<file path="src/rtl/simmem_lane_arbiter.sv">
// Round-robin arbiter funnelling NUM_LANES request lanes into one memory port and
// routing in-order responses back via a lane-ID FIFO. Optional macro: SIMMEM_ARB_STATS_EN.
`ifndef SIMMEM_DATA_WIDTH
`define SIMMEM_DATA_WIDTH 32
`endif
`ifndef SIMMEM_LOGSIZE_WIDTH
`define SIMMEM_LOGSIZE_WIDTH 3
`endif
`ifndef MAX_NUM_LANES
`define MAX_NUM_LANES 16
`endif

module simmem_lane_arbiter #(
    parameter int NUM_LANES       = 4,
    parameter int MAX_OUTSTANDING = 8
) (
    input  logic                                            clock,
    input  logic                                            reset,
    input  logic [NUM_LANES-1:0]                            a_valid,
    output logic [NUM_LANES-1:0]                            a_ready,
    input  logic [`SIMMEM_DATA_WIDTH*NUM_LANES-1:0]         a_address,
    input  logic [NUM_LANES-1:0]                            a_is_store,
    input  logic [`SIMMEM_LOGSIZE_WIDTH*NUM_LANES-1:0]      a_size,
    input  logic [`SIMMEM_DATA_WIDTH*NUM_LANES-1:0]         a_data,
    output logic [NUM_LANES-1:0]                            d_valid,
    input  logic [NUM_LANES-1:0]                            d_ready,
    output logic [NUM_LANES-1:0]                            d_is_store,
    output logic [`SIMMEM_LOGSIZE_WIDTH*NUM_LANES-1:0]      d_size,
    output logic                                            mem_a_valid,
    input  logic                                            mem_a_ready,
    output logic [`SIMMEM_DATA_WIDTH-1:0]                   mem_a_address,
    output logic                                            mem_a_is_store,
    output logic [`SIMMEM_LOGSIZE_WIDTH-1:0]                mem_a_size,
    output logic [`SIMMEM_DATA_WIDTH-1:0]                   mem_a_data,
    input  logic                                            mem_d_valid,
    output logic                                            mem_d_ready,
    input  logic                                            mem_d_is_store,
    input  logic [`SIMMEM_LOGSIZE_WIDTH-1:0]                mem_d_size,
    output logic [$clog2(MAX_OUTSTANDING):0]                outstanding,
    output logic                                            protocol_error
`ifdef SIMMEM_ARB_STATS_EN
    ,
    output logic [31:0]                                     stall_cycles
`endif
);

    localparam int DW = `SIMMEM_DATA_WIDTH;
    localparam int SW = `SIMMEM_LOGSIZE_WIDTH;
    localparam int LW = (NUM_LANES > 1) ? $clog2(NUM_LANES) : 1;
    localparam int PW = $clog2(MAX_OUTSTANDING);
    localparam int CW = PW + 1;
    localparam logic [CW-1:0] FULL_COUNT = CW'(MAX_OUTSTANDING);
    localparam logic [LW-1:0] LAST_LANE  = LW'(NUM_LANES - 1);

    logic [DW-1:0] lane_address [NUM_LANES];
    logic [DW-1:0] lane_data    [NUM_LANES];
    logic [SW-1:0] lane_size    [NUM_LANES];

    logic          hold_valid_reg;
    logic [DW-1:0] hold_address_reg;
    logic [DW-1:0] hold_data_reg;
    logic [SW-1:0] hold_size_reg;
    logic          hold_is_store_reg;

    logic [LW-1:0] rr_ptr_reg;
    logic [LW-1:0] id_fifo [MAX_OUTSTANDING];
    logic [PW-1:0] wr_ptr_reg;
    logic [PW-1:0] rd_ptr_reg;
    logic [CW-1:0] count_reg;
    logic          protocol_error_reg;

    logic          can_load;
    logic          grant_found;
    logic [LW-1:0] grant_idx;
    logic [LW-1:0] search_idx;
    logic          push;
    logic          pop;
    logic          fifo_empty;
    logic [LW-1:0] head;

    genvar gi;
    generate
        for (gi = 0; gi < NUM_LANES; gi++) begin : g_lane
            assign lane_address[gi] = a_address[gi*DW +: DW];
            assign lane_data[gi]    = a_data[gi*DW +: DW];
            assign lane_size[gi]    = a_size[gi*SW +: SW];
            // Async reset also gates the handshakes so nothing is offered while it is held.
            assign a_ready[gi]      = !reset && can_load && grant_found && (grant_idx == LW'(gi));
            assign d_valid[gi]      = mem_d_valid && !fifo_empty && (head == LW'(gi));
            assign d_is_store[gi]   = mem_d_is_store;
            assign d_size[gi*SW +: SW] = mem_d_size;
        end
    endgenerate

    // First valid lane at or after rr_ptr, wrapping modulo NUM_LANES.
    always_comb begin
        grant_found = 1'b0;
        grant_idx   = '0;
        search_idx  = '0;
        for (int i = 0; i < NUM_LANES; i++) begin
            search_idx = LW'((int'(rr_ptr_reg) + i) % NUM_LANES);
            if (!grant_found && a_valid[search_idx]) begin
                grant_found = 1'b1;
                grant_idx   = search_idx;
            end
        end
    end

    assign fifo_empty  = (count_reg == '0);
    assign head        = id_fifo[rd_ptr_reg];
    assign can_load    = (!hold_valid_reg || mem_a_ready) && (count_reg < FULL_COUNT);
    assign push        = !reset && can_load && grant_found;
    assign mem_d_ready = !reset && !fifo_empty && d_ready[head];
    assign pop         = mem_d_valid && mem_d_ready;

    assign mem_a_valid    = hold_valid_reg;
    assign mem_a_address  = hold_address_reg;
    assign mem_a_data     = hold_data_reg;
    assign mem_a_size     = hold_size_reg;
    assign mem_a_is_store = hold_is_store_reg;
    assign outstanding    = count_reg;
    assign protocol_error = protocol_error_reg;

    always_ff @(posedge clock or posedge reset) begin
        if (reset) begin
            hold_valid_reg     <= 1'b0;
            hold_address_reg   <= '0;
            hold_data_reg      <= '0;
            hold_size_reg      <= '0;
            hold_is_store_reg  <= 1'b0;
            rr_ptr_reg         <= '0;
            wr_ptr_reg         <= '0;
            rd_ptr_reg         <= '0;
            count_reg          <= '0;
            protocol_error_reg <= 1'b0;
        end else begin
            if (push) begin
                hold_valid_reg    <= 1'b1;
                hold_address_reg  <= lane_address[grant_idx];
                hold_data_reg     <= lane_data[grant_idx];
                hold_size_reg     <= lane_size[grant_idx];
                hold_is_store_reg <= a_is_store[grant_idx];
                rr_ptr_reg        <= (grant_idx == LAST_LANE) ? '0 : grant_idx + LW'(1);
                wr_ptr_reg        <= wr_ptr_reg + PW'(1);
            end else if (mem_a_ready) begin
                hold_valid_reg <= 1'b0;
            end
            if (pop) begin
                rd_ptr_reg <= rd_ptr_reg + PW'(1);
            end
            if (push && !pop) begin
                count_reg <= count_reg + CW'(1);
            end else if (pop && !push) begin
                count_reg <= count_reg - CW'(1);
            end
            if (mem_d_valid && fifo_empty) begin
                protocol_error_reg <= 1'b1;
            end
        end
    end

    // ID storage needs no reset: entries are only read between push and pop.
    always_ff @(posedge clock) begin
        if (push) begin
            id_fifo[wr_ptr_reg] <= grant_idx;
        end
    end

`ifdef SIMMEM_ARB_STATS_EN
    logic [31:0] stall_cycles_reg;

    always_ff @(posedge clock or posedge reset) begin
        if (reset) begin
            stall_cycles_reg <= '0;
        end else if ((|a_valid) && !(|a_ready) && (stall_cycles_reg != 32'hFFFF_FFFF)) begin
            stall_cycles_reg <= stall_cycles_reg + 32'd1;
        end
    end

    assign stall_cycles = stall_cycles_reg;
`endif

endmodule

</file>
<file path="config.mk">
export PLATFORM = sky130hd
export DESIGN_NAME = simmem_lane_arbiter
export DESIGN_NICKNAME = d
export VERILOG_FILES = /design/src/rtl/simmem_lane_arbiter.sv
export SDC_FILE = /design/constraint.sdc
export NUM_CORES = 1
export LEC_CHECK = 0
export ABC_CLOCK_PERIOD_IN_PS = 6350
export BUFFER_PORTS_ARGS = -buffer_cell sky130_fd_sc_hd__buf_2
export CAP_MARGIN = 20
export CORE_AREA = 2 2 149 151
export DETAILED_ROUTE_END_ITERATION = 8
export DIE_AREA = 0 0 151 153
export SYNTH_ARGS = -nofsm -noshare
export SYNTH_HDL_FRONTEND = slang
export SYNTH_SLANG_ARGS = --single-unit
</file>
<file path="constraint.sdc">
create_clock -name clock -period 6.35 [get_ports clock]
set_input_delay 1.905 -clock clock [delete_from_list [all_inputs] [get_ports clock]]
set_output_delay 1.905 -clock clock [all_outputs]
set_load 0.05 [all_outputs]
</file>
# Word level (Yosys, flattened, before mapping)
# Memories as Yosys holds them, arrays and structs flattened.
# Cells that the tools add are included.
dict set report totals {
  regBits 82
  mem_bits_rw 16
  out_inout_bits 99
  wordCells 105
  n_memories 1
}
# name words width read_ports rd_ports_with_merged_regs write_ports line_no
set memory_table {}
lappend memory_table {id_fifo 8 2 1 0 1 66} ;# logic [LW-1:0] id_fifo [MAX_OUTSTANDING];
dict set report classes {
  addsub 8
  order_cmp 8
  n_eq_ne 6
  n_mux 36
  bitwise_logic 1
  reduce_logical 35
}
# operator count
set ops {}
lappend ops {{binary-select mux 32 bit (select 2 bit)} 2}
lappend ops {{two-way mux 32 bit} 4}
lappend ops {{logical AND 1 bit} 21}
lappend ops {{< comparator 2 x 3 -> 1 bit (second input constant)} 6}
lappend ops {{two-way mux 1 bit} 14}
lappend ops {{binary-select mux 1 bit (select 2 bit)} 6}
lappend ops {{two-way mux 2 bit} 5}
lappend ops {{equality test 2 bit (second input constant)} 4}
lappend ops {{zero test 1 bit} 8}
lappend ops {{two-way mux 4 bit} 2}
lappend ops {{adder 3 x 1 -> 3 bit (second input constant)} 2}
lappend ops {{binary-select mux 3 bit (select 2 bit)} 1}
lappend ops {{two-way mux 3 bit} 2}
lappend ops {{adder 2 x 1 -> 2 bit (second input constant)} 2}
lappend ops {{adder 2 bit (second input constant)} 2}
lappend ops {{adder 4 x 1 -> 4 bit (second input constant)} 1}
lappend ops {{equality test 2 x 1 -> 1 bit (second input constant)} 2}
lappend ops {{zero test 2 bit} 2}
lappend ops {{zero test 4 bit} 1}
lappend ops {{< comparator 4 bit (second input constant)} 1}
lappend ops {{nonzero test 2 bit} 2}
lappend ops {{subtractor 4 x 1 -> 4 bit (second input constant)} 1}
lappend ops {{greater-or-equal comparator 3 bit (second input constant)} 1}
lappend ops {{inverter 2 -> 3 bit} 1}
lappend ops {{logical OR 1 bit} 1}

# Depth between registers and ports, before layout
dict set report depth {
  ltp_word 17
  ltp_mapped 13
  mapped_depth_nobuf 12
}

# Worst setup path after synthesis
# Ideal clock, no wire load.
dict set report synth_path {
  path_type {in2out}
  startpoint {input reset}
  endpoint {output mem_d_ready}
  t_arrival_ns 4.483
  path_slack_ns -0.038
  cell_stages 3
  path_cell_list {inv_1 nand2_1 nor2_1}
}
dict set report synth_between {
  elab_chain_len 3
}
# item line_no
set synth_rtl {}
lappend synth_rtl {{from (decl)} 18} ;# input logic reset,
lappend synth_rtl {{zero test 1 bit (no source line)} n/a}
lappend synth_rtl {{logical AND 1 bit (2 in a row)} 113} ;# assign mem_d_ready = !reset && !fifo_empty && d_ready[head];
lappend synth_rtl {{to (decl)} 36} ;# output logic mem_d_ready,
# No other way between the ends.

# Final worst setup path
dict set report layout_path {
  startpoint {input a_valid[2]}
  endpoint {output a_ready[3]}
}
dict set report layout_between {
  elab_chain_len 14
  elab_cells_between_ends 25
}
# item line_no
set layout_rtl {}
lappend layout_rtl {{from (decl)} 19} ;# input logic [NUM_LANES-1:0] a_valid,
lappend layout_rtl {{binary-select mux 1 bit (select 2 bit)} 102} ;# if (!grant_found && a_valid[search_idx]) begin
lappend layout_rtl {{two-way mux 1 bit (implied by the code)} 102}
lappend layout_rtl {{two-way mux 1 bit} 102}
lappend layout_rtl {{zero test 1 bit} 102}
lappend layout_rtl {{logical AND 1 bit} 102}
lappend layout_rtl {{two-way mux 1 bit} 102}
lappend layout_rtl {{zero test 1 bit} 102}
lappend layout_rtl {{logical AND 1 bit} 102}
lappend layout_rtl {{two-way mux 1 bit} 102}
lappend layout_rtl {{zero test 1 bit} 102}
lappend layout_rtl {{logical AND 1 bit} 102}
lappend layout_rtl {{two-way mux 2 bit *} 102}
lappend layout_rtl {{via grant_idx[0]} 74} ;# logic [LW-1:0] grant_idx;
lappend layout_rtl {{equality test 2 bit *} 88} ;# assign a_ready[gi] = !reset && can_load && grant_found && (grant_idx == LW'(gi));
lappend layout_rtl {{logical AND 1 bit *} 88}
lappend layout_rtl {{to (decl)} 20} ;# output logic [NUM_LANES-1:0] a_ready,
# Mark *: on every way through the listed nets, which the timed path passes. The rest lies on a longest branch. The select of a mux whose other input is x is not followed.

==> impl_metrics.tcl <==
set metrics [dict create \
    outcome "finished clean" \
    cts_setup_buffers 0 \
    grt_use_total 0.219 \
    synth_compound_area_frac 0.237 \
    cts_tree "built" \
    synth_top_family_by_area "simple AND/OR/NAND/NOR gates" \
    ff2ff_path_depth 12 \
    synthesis.nets 1003 \
    slew_headroom 0.421 \
    syn2layout_area_growth_pct 32.6 \
    drt-vias-per-instance 5.53 \
    seqCellArea_mm2 0.00253 \
    ys.flop_type "dfrtp_1" \
    grt_start_max_net_pins 79 \
    p_leak_nw 3.80 \
    rsz0062_at_grt "false" \
    ir_drop_mv 0.191 \
    swShare 0.545 \
    layout.nets 1287 \
    pwr-share-clk 0.134 \
    max_freq_mhz 187 \
    gr-total-overflow 0 \
    fin_crit_sh 0.842 \
    hold_buffers 0 \
    finalCriticalPeriod_ns 5.35 \
    fillers 2215 \
    netlist_area_mm2 0.00671 \
    grt_pass1_wl_mm 39.4 \
    max_stage_delay_ns 0.40 \
    hp-class "reg2reg" \
    post-route-drc-count 0 \
    holdPathEnd "mem_a_data[16]$_DFFE_PP0P_" \
    wl_per_cell_um 19.9 \
    syn-instance-count 705 \
    numCtsBuffers 9 \
    worst_pin_slew_ns 0.869 \
    yosysSeqAreaShare 0.377 \
    synth_xor_area_frac 0.0104 \
    gp_congestion 0.870 \
    synthSimpleGateAreaFrac 0.251 \
    num_rows 54 \
    detail-route-antenna-nets 0 \
    place_hpwl_mm 17.8 \
    io_buffers 366 \
    r2r_start "rd_ptr_reg[0]$_DFFE_PP0P_" \
    r2r-end "outstanding[3]$_DFFE_PP0P_" \
    r2r_slack_ns 2.87 \
    cp_cell_sequence "buf_2 > mux2i_1 > nor2_4 > or3_4 > inv_2 > ha_1 > and2_1 > buf_2" \
    clock-sinks 98 \
    startpoint_type "input port" \
    worstSetupPathType "in2out" \
    cts_htree_levels 3 \
    clockBufferDepth 2 \
    end_kind "output pin" \
    finalClockSkew_ns 0.00764 \
    worst_ep_arrival_time_ns 3.44 \
    seq_power_share 0.249 \
    dr_total_vias 7054 \
    cp_slowest_cell "or3_4" \
    multi_input_area_mm2 0.00373 \
    power.total_mw 4.37 \
    die_h_um 153 \
    wl_mm 25.3 \
    worstHoldPathCells 2 \
    min_from "mem_a_data[16]$_DFFE_PP0P_" \
    grt_pass1_vias 6865 \
    p_int_mw 1.99 \
    async_reset_ff_frac 0.837 \
    antenna_found_initial 3 \
    ys_types 40 \
    postSynthAreaPerCell_um2 9.52 \
    synth_mux_area_frac 0.0300 \
    worstSkewPairLatency_ns 0.36 \
    cpMostUsedCell "buf_2" \
    clockRootBuffer "clkbuf_16" \
    drt_iter0_markers 604 \
    yosysWarnings 0 \
    finalHoldViolCount 0 \
    die_w_um 151 \
    synth_edf_count 16 \
    drive_gt1_frac 0.420 \
    power.switching_mw 2.38 \
    timing_max_transition_violations_final 0 \
    p_comb_frac 0.616 \
    synth-seq-cells 98 \
    coreArea_mm2 0.0215 \
    path_clk_slew_ns 0.07 \
    cts-resized-gates 0 \
    tns_ns 0 \
    drt_first_pass_iters 5 \
    yosys.area_share.adder 0.0198 \
    finalSetupViolCount 0 \
    die_area_mm2 0.0231 \
    io_pins 387 \
    cp.required_ns 4.45 \
    crit_fanout 11 \
    maxCapViolCount 0 \
    p_per_area_mw_per_mm2 490 \
    start_util 0.312 \
]
## kinds of logic (layout without fill, tap and decap cells)
kind of cell	count (synthesis)	count (layout)
simple gates	249	249
compound gates	214	214
buf+inv	114	403
flops	98	98
mux	12	12
fa+ha+maj	10	10
xor+xnor	8	8
other cells	0	2
## worst max-delay path, delay by kind of cell
family	cells	cell delay, ns
adders and majority gates	1	0.19
and+or+nand+nor	3	0.57
muxes	1	0.23
buffers and inverters	3	0.54
## Yosys cell counts, types with 3 or more instances
| cell | instances | share of area |
|---|---|---|
| a21oi_1 | 4 | 0.0030 |
| inv_2 | 3 | 0.0017 |
| a211oi_1 | 136 | 0.15 |
| nor4_1 | 3 | 0.0028 |
| mux2_4 | 4 | 0.0089 |
| o31ai_1 | 69 | 0.077 |
| xnor2_1 | 7 | 0.0091 |
| nor2_1 | 7 | 0.0039 |
| nor4b_1 | 138 | 0.18 |
| inv_1 | 3 | 0.0017 |
| buf_1 | 5 | 0.0028 |
| nand2b_1 | 3 | 0.0028 |
| nand2_1 | 82 | 0.046 |
| edfxtp_1 | 16 | 0.072 |
| ha_1 | 9 | 0.017 |
| and2_1 | 4 | 0.0037 |
| dfrtp_1 | 82 | 0.31 |
| clkbuf_1 | 86 | 0.048 |
| buf_4 | 16 | 0.018 |
## routing by layer
layer,GRT usage,vias to the layer above,share of wire
li1,-,3352,-
met1,0.282,3382,0.43
met2,0.353,278,0.48
met3,0.0576,40,0.065
met4,0.0783,2,0.028
met5,0,-,0.00043
## through the flow
stage	utilization	hold WS [ns]	area [um2]	cells	setup WS, ns
floorplan	-	0.471	6720	705	0.847
global placement	0.400	0.438	8590	1258	1.02
detailed placement	0.400	0.460	8590	1258	1.01
CTS	0.414	0.477	8900	1274	1.00
global route	0.414	0.484	8900	1275	0.874
finish	0.414	0.475	8900	1276	1.00
## how the worst max path moves through the flow
stage	startpoint	to	slack, ns	cells after the start
finish	a_valid[2]	a_ready[3]	1.00	8
global route	a_valid[2]	a_ready[3]	0.87	8
CTS	a_valid[2]	a_ready[3]	1.00	8
detailed placement	a_valid[2]	a_ready[3]	1.01	8
global placement	a_valid[2]	a_ready[3]	1.02	8
floorplan	a_valid[2]	a_ready[3]	0.85	8
## power groups by stage
stage / logic (mW) / clock network [mW] / registers, mW
6_report: 2.69 / 0.587 / 1.09
5_1_grt: 2.89 / 0.633 / 1.13
4_1_cts: 2.71 / 0.607 / 1.09
3_5_place_dp: 2.71 / 0 / 1.10
3_3_place_gp: 2.69 / 0 / 1.09
2_1_floorplan: 1.26 / 0 / 1.85
## layout by cell type, fill, tap and decap left out, types with 5 or more instances in the layout
master / count
buf_2: 366
nor4b_1: 138
a211oi_1: 136
nand2_1: 82
dfrtp_1: 82
o31ai_1: 69
edfxtp_1: 16
buf_4: 15
ha_1: 9
clkbuf_16: 9
xnor2_1: 7
nor2_1: 5
## cell type report
cell class              count  area share
multi-input cells         493       0.419
clock buffers               9      0.0253
flip-flops and latches     98       0.284
well taps                 280      0.0393
inverters                   6     0.00295
clock inverters             7     0.00970
diodes                      2    0.000562
repair buffers            381       0.218
(Power assumes the default switching activity.)
